===== config.mk =====
export PLATFORM = sky130hd
export DESIGN_NAME = div8by4_seq_flat
export DESIGN_NICKNAME = d
export VERILOG_FILES = /design/src/rtl/div8by4_seq_if.sv /design/src/rtl/div8by4_seq.sv /design/src/flat_wrapper.sv
export SDC_FILE = /design/constraint.sdc
export NUM_CORES = 1
export LEC_CHECK = 0
export CORE_MARGIN = 2
export CORE_UTILIZATION = 30
export CTS_BUF_LIST = sky130_fd_sc_hd__clkbuf_8
export DETAILED_ROUTE_END_ITERATION = 8
export MAX_ROUTING_LAYER = met4
export PLACE_DENSITY_LB_ADDON = 0.25
export SYNTH_ARGS = -nofsm -noshare
export SYNTH_HDL_FRONTEND = slang
export SYNTH_SLANG_ARGS = --single-unit

===== constraint.sdc =====
create_clock -name clk -period 2.1 [get_ports clk]
set_clock_uncertainty 0.2 [all_clocks]
set_input_delay 0.42 -clock clk [delete_from_list [all_inputs] [get_ports clk]]
set_output_delay 0.42 -clock clk [all_outputs]
set_load 0.02 [all_outputs]

===== src/rtl/div8by4_seq_if.sv =====
// Handshake bundle for the sequential divider: operand request channel
// (in_valid/in_ready) and result channel (out_valid/out_ready).
interface div8by4_seq_if #(
  parameter int DW = 8,
  parameter int VW = 4
);
  logic          in_valid;
  logic          in_ready;
  logic [DW-1:0] dividend;
  logic [VW-1:0] divisor;
  logic          out_valid;
  logic          out_ready;
  logic [DW-1:0] quotient;
  logic [VW-1:0] remainder;
  logic          div_zero;

  // Requester side: supplies operands, consumes results.
  modport master (
    output in_valid, dividend, divisor, out_ready,
    input  in_ready, out_valid, quotient, remainder, div_zero
  );

  // Divider side.
  modport slave (
    input  in_valid, dividend, divisor, out_ready,
    output in_ready, out_valid, quotient, remainder, div_zero
  );
endinterface


===== src/rtl/div8by4_seq.sv =====
// Sequential restoring divider: DW-bit unsigned dividend / VW-bit unsigned
// divisor, one quotient bit per clock. Divide-by-zero completes immediately
// with an all-ones quotient and the dividend's low bits as remainder.
module div8by4_seq #(
  parameter int DW = 8,
  parameter int VW = 4
) (
  input logic             clk,
  input logic             rst_n,
  div8by4_seq_if.slave    bus
);

  localparam int CW = (DW > 1) ? $clog2(DW) : 1;

  typedef enum logic [1:0] {
    IDLE = 2'd0,
    RUN  = 2'd1,
    DONE = 2'd2
  } state_t;

  state_t        state;
  logic [DW-1:0] dvd_sh;       // dividend bits still to consume; quotient bits shift in at the bottom
  logic [VW:0]   prem;         // partial remainder, one bit wider than the divisor
  logic [VW-1:0] dsr;          // latched divisor
  logic [CW-1:0] cnt;          // iteration index 0..DW-1
  logic [DW-1:0] quotient_q;
  logic [VW-1:0] remainder_q;
  logic          div_zero_q;

  logic          q_bit;
  logic [VW:0]   next_rem;

  // One restoring step. The shifted value can never exceed 2*divisor-1, so
  // its top bit is always zero and the VW+1-bit difference cannot wrap when
  // the subtract is taken. Returns {quotient_bit, new_partial_remainder}.
  function automatic logic [VW+1:0] restore_step(
    input logic [VW:0]   rem_in,
    input logic          bit_in,
    input logic [VW-1:0] dsr_in
  );
    logic [VW+1:0] shifted;
    logic [VW:0]   diff;
    logic          ge;
    shifted = {rem_in, bit_in};
    ge      = (shifted >= {2'b00, dsr_in});
    diff    = shifted[VW:0] - {1'b0, dsr_in};
    return ge ? {1'b1, diff} : {1'b0, shifted[VW:0]};
  endfunction

  // Datapath for the current iteration, consumed by the FSM below.
  always_comb begin
    {q_bit, next_rem} = restore_step(prem, dvd_sh[DW-1], dsr);
  end

  // Control FSM plus operand/working/result registers.
  always_ff @(posedge clk or negedge rst_n) begin
    if (!rst_n) begin
      state       <= IDLE;
      dvd_sh      <= '0;
      prem        <= '0;
      dsr         <= '0;
      cnt         <= '0;
      quotient_q  <= '0;
      remainder_q <= '0;
      div_zero_q  <= 1'b0;
    end else begin
      case (state)
        IDLE: begin
          if (bus.in_valid) begin
            if (bus.divisor == '0) begin
              quotient_q  <= '1;
              remainder_q <= bus.dividend[VW-1:0];
              div_zero_q  <= 1'b1;
              state       <= DONE;
            end else begin
              dvd_sh <= bus.dividend;
              dsr    <= bus.divisor;
              prem   <= '0;
              cnt    <= '0;
              state  <= RUN;
            end
          end
        end
        RUN: begin
          dvd_sh <= {dvd_sh[DW-2:0], q_bit};
          prem   <= next_rem;
          cnt    <= cnt + 1'b1;
          if (cnt == CW'(DW - 1)) begin
            quotient_q  <= {dvd_sh[DW-2:0], q_bit};
            remainder_q <= next_rem[VW-1:0];
            div_zero_q  <= 1'b0;
            cnt         <= '0;
            state       <= DONE;
          end
        end
        DONE: begin
          if (bus.out_ready) begin
            state <= IDLE;
          end
        end
        default: state <= IDLE;
      endcase
    end
  end

  assign bus.in_ready  = (state == IDLE);
  assign bus.out_valid = (state == DONE);
  assign bus.quotient  = quotient_q;
  assign bus.remainder = remainder_q;
  assign bus.div_zero  = div_zero_q;

endmodule

===== src/flat_wrapper.sv =====
// flat-port wrapper written by rule: the top's interface ports become plain ports
module div8by4_seq_flat 
#(
  parameter int DW = 8,
  parameter int VW = 4
)
  (clk, rst_n, bus_in_valid, bus_dividend, bus_divisor, bus_out_ready, bus_in_ready, bus_out_valid, bus_quotient, bus_remainder, bus_div_zero);
  div8by4_seq_if #(.DW(DW), .VW(VW)) bus_i ();
  input logic clk;
  input logic rst_n;
  input wire logic [$bits(bus_i.in_valid)-1:0] bus_in_valid;
  input wire logic [$bits(bus_i.dividend)-1:0] bus_dividend;
  input wire logic [$bits(bus_i.divisor)-1:0] bus_divisor;
  input wire logic [$bits(bus_i.out_ready)-1:0] bus_out_ready;
  output wire logic [$bits(bus_i.in_ready)-1:0] bus_in_ready;
  output wire logic [$bits(bus_i.out_valid)-1:0] bus_out_valid;
  output wire logic [$bits(bus_i.quotient)-1:0] bus_quotient;
  output wire logic [$bits(bus_i.remainder)-1:0] bus_remainder;
  output wire logic [$bits(bus_i.div_zero)-1:0] bus_div_zero;
  assign bus_i.in_valid = bus_in_valid;
  assign bus_i.dividend = bus_dividend;
  assign bus_i.divisor = bus_divisor;
  assign bus_i.out_ready = bus_out_ready;
  assign bus_in_ready = bus_i.in_ready;
  assign bus_out_valid = bus_i.out_valid;
  assign bus_quotient = bus_i.quotient;
  assign bus_remainder = bus_i.remainder;
  assign bus_div_zero = bus_i.div_zero;
  div8by4_seq #(.DW(DW), .VW(VW)) u_core (.clk(clk), .rst_n(rst_n), .bus(bus_i));
endmodule

==> flow_summary.ini <==
[worst_setup_path]
required_ps = 2080
cp-start-kind = flop
cp_common_cell = inv_2
r2r_cells = 9
critPathSlowestCell = dfrtp_1
criticalPathCategory = flop to flop
cp_cell_sequence = inv_2 > ha_4 > inv_2 > fa_2 > a21oi_2 > o211a_4 > buf_6 > o211ai_1 > a22o_1
cp_num_buf_inv = 3
r2r_slack_ps = -10
worstReg2RegEnd = u_core.bus.remainder[0]
timing.rr.start = u_core.dvd_sh[7]
endpoint_kind = flop
slowest_delay_ps = 390
cp.arrival_ps = 2100
cp_max_fo = 3
crit_family = compound AO/OA/AOI/OAI gates

[global_route]
grt-ovfl-total = 0
grt_pass1_wl_um = 7850
grt_max_degree = 36
antenna_found_initial = 0
grt_usage_pct = 16.0
grt_pass1_vias = 1627

[synth]
synth_area_um2 = 1850
synthDistinctLibCells = 44
synthCells = 186
yosys_warnings = 0
synth_edf_count = 0
seq_area_frac_synth_pct = 47.4
ys_async_sr_fraction_pct = 100
synth_top_area_share_pct = 47.4
synth.most_common_cell = dfrtp_1
synth_top_area_cell = dfrtp_1
synth.area.top_cells = dfrtp_1, o21ai_0, ha_1, nor2_1, nand2_1
syn_nets = 209
synth_ff_type = dfrtp_1
ys_top_cells_by_count = dfrtp_1, nor2_1, o21ai_0
ys_seq_elements = 35
avgSynthCellArea_um2 = 9.94

[route]
wl_per_cell_um = 15.0
viasPerCell = 5.13
wirelength_um = 4770
drc = 0
vias = 1626
drt_pass1_iterations = 4
drt.antenna.violating_nets = 0
initialDrtViolationCount = 72

[power_and_ir_drop]
p_leak_nw = 1.13
total_power_mw = 4.79
max-vdd-ir-drop_mv = 0.662
cellPowerDensity_nw_per_um2 = 1860

[cts]
cts_hold_buf = 0
cts_sinks = 35
clkTransAtPathRegs_ps = 70
cts_tree = built
clockBufferDepth = 2
numCtsBuffers = 5
clock_latency_ps = 290
h-tree-depth = 2
cts-root-buf = clkbuf_8

[sta]
finalSetupTns_ps = -13.7
finalCriticalPeriod_ps = 2110
fin_crit_sh_pct = 101
setup_viol = 1
worstMarginPinSlew_ps = 462
maxSlewViolCount = 0
fmax_ghz = 0.473
setup_ws_ps = -13.7
slew_headroom_pct = 69.2
rsz0062_at_grt = true
finalHoldViolCount = 0

[min_path]
min-delay-start = u_core.bus.quotient[0]
whs_path_depth = 1
hp-class = flop to flop
min_to = u_core.bus.quotient[0]

[layout]
fillCellCount = 585
syn2layout_area_growth_pct = 39.2
n_antenna_cell = 0
drive_above_1_share_pct = 25.2
regArea_um2 = 876
finalNonFillerCells = 317
multiInputGateArea_um2 = 943
layout.nets = 264
utilization_pct = 43.2

[die]
placementRows = 28
start_util_pct = 31.1
core_um2 = 5960
fp.dieH_um = 82.5
dieArea_um2 = 6810
ios = 31
die_w_um = 82.5

[place]
post-dp-hpwl_um = 3490
dpl.cell_count = 307
io_buffer_count = 30
place_congestion = 0.811
place_worst_setup_slack_ps = -225

[run]
max_cap_viol_count = 0

[run_status]
violations = negative setup slack
outcome = finished, violations left
-- power breakdown --
group / internal (mW) / switching (mW) / leakage (nW)
sequential: 1.02 / 0.241 / 0.418
clock: 0.295 / 0.255 / 0.0557
combinational: 1.49 / 1.49 / 0.652
-- worst max path at each step --
stage                     slack (ps)        startpoint                      end  cells after the start
after global placement          -220    bus_divisor[3]  u_core.bus.remainder[0]                      5
after global routing             -80  u_core.dvd_sh[7]  u_core.bus.remainder[2]                      9
after floorplan                   40  u_core.dvd_sh[7]  u_core.bus.remainder[3]                      9
after CTS                       -100  u_core.dvd_sh[7]  u_core.bus.remainder[0]                      9
after detailed placement        -220    bus_divisor[3]  u_core.bus.remainder[3]                      5
final                            -10  u_core.dvd_sh[7]  u_core.bus.remainder[0]                      9
-- what timing repair did --
action                                  4_1_cts  5_1_grt
endpoints found under the setup margin       10       13
buffers inserted                              2        0
endpoints found under the hold margin         0        0
resized for setup                            11       12
pin swaps                                     9       10
cloned                                        0        0
-- through the flow --
step                instance area, um^2  hold slack (ps)
global route                       2570              328
floorplan                          1850            -75.6
finish                             2570              292
CTS                                2540              300
global placement                   2380              274
detailed placement                 2380              284
-- cell usage in the layout (no fill, tap or decap), types with 6 or more instances in the layout --
cell type and n:
a22o_1 7, a31oi_1 6, buf_4 26, clkbuf_8 7
clkdlybuf4s50_1 28, dfrtp_1 35, inv_1 8, nand2_1 18
nor2_1 20, o21ai_0 16
-- registers in the layout (all words and copies together), names as in the netlist --
| register | cells |
|---|---|
| u_core.cnt | 3 |
| u_core.bus.div_zero | 1 |
| u_core.prem | 5 |
| u_core.bus.remainder | 4 |
| u_core.dvd_sh | 8 |
| u_core.state | 2 |
| u_core.bus.quotient | 8 |
| u_core.dsr | 4 |
-- worst reg2reg max path, stage by stage, from the launching register on --
cell and delay, ps:
dfrtp_1 390, inv_2 80, ha_4 130, inv_2 30, fa_2 340, a21oi_2 190
o211a_4 210, buf_6 110, o211ai_1 120, a22o_1 210
-- kinds of logic (layout without fill, tap and decap cells) --
kind of cell | count (synthesis) | after routing | share of synthesized area [%]
AOI/OAI and AO/OA | 65 | 65 | 24.4
and+or+nand+nor | 52 | 52 | 13.7
DFF | 35 | 35 | 47.4
buffers and inverters | 20 | 76 | 5.34
adders and majority gates | 7 | 7 | 5.14
muxes | 6 | 6 | 3.59
xor gates and xnor gates | 1 | 1 | 0.474
-- per-layer routing --
layer | share of wire, % | vias up | track usage, %
li1 | - | 782 | -
met2 | 46 | 38 | 25.7
met5 | 0 | - | -
met1 | 48 | 798 | 19.8
met4 | 1.8 | 0 | 6.39
met3 | 3.6 | 8 | 3.15
-- area by class of cell --
class                   instances  area share, %
multi-input cells             131           36.7
clock inverters                 1          0.146
clock buffers                   7           3.74
repair buffers                 59           20.5
well taps                      75           3.65
flip-flops and latches         35           34.0
inverters                       9           1.31
Power figures use the tool's default switching activity.
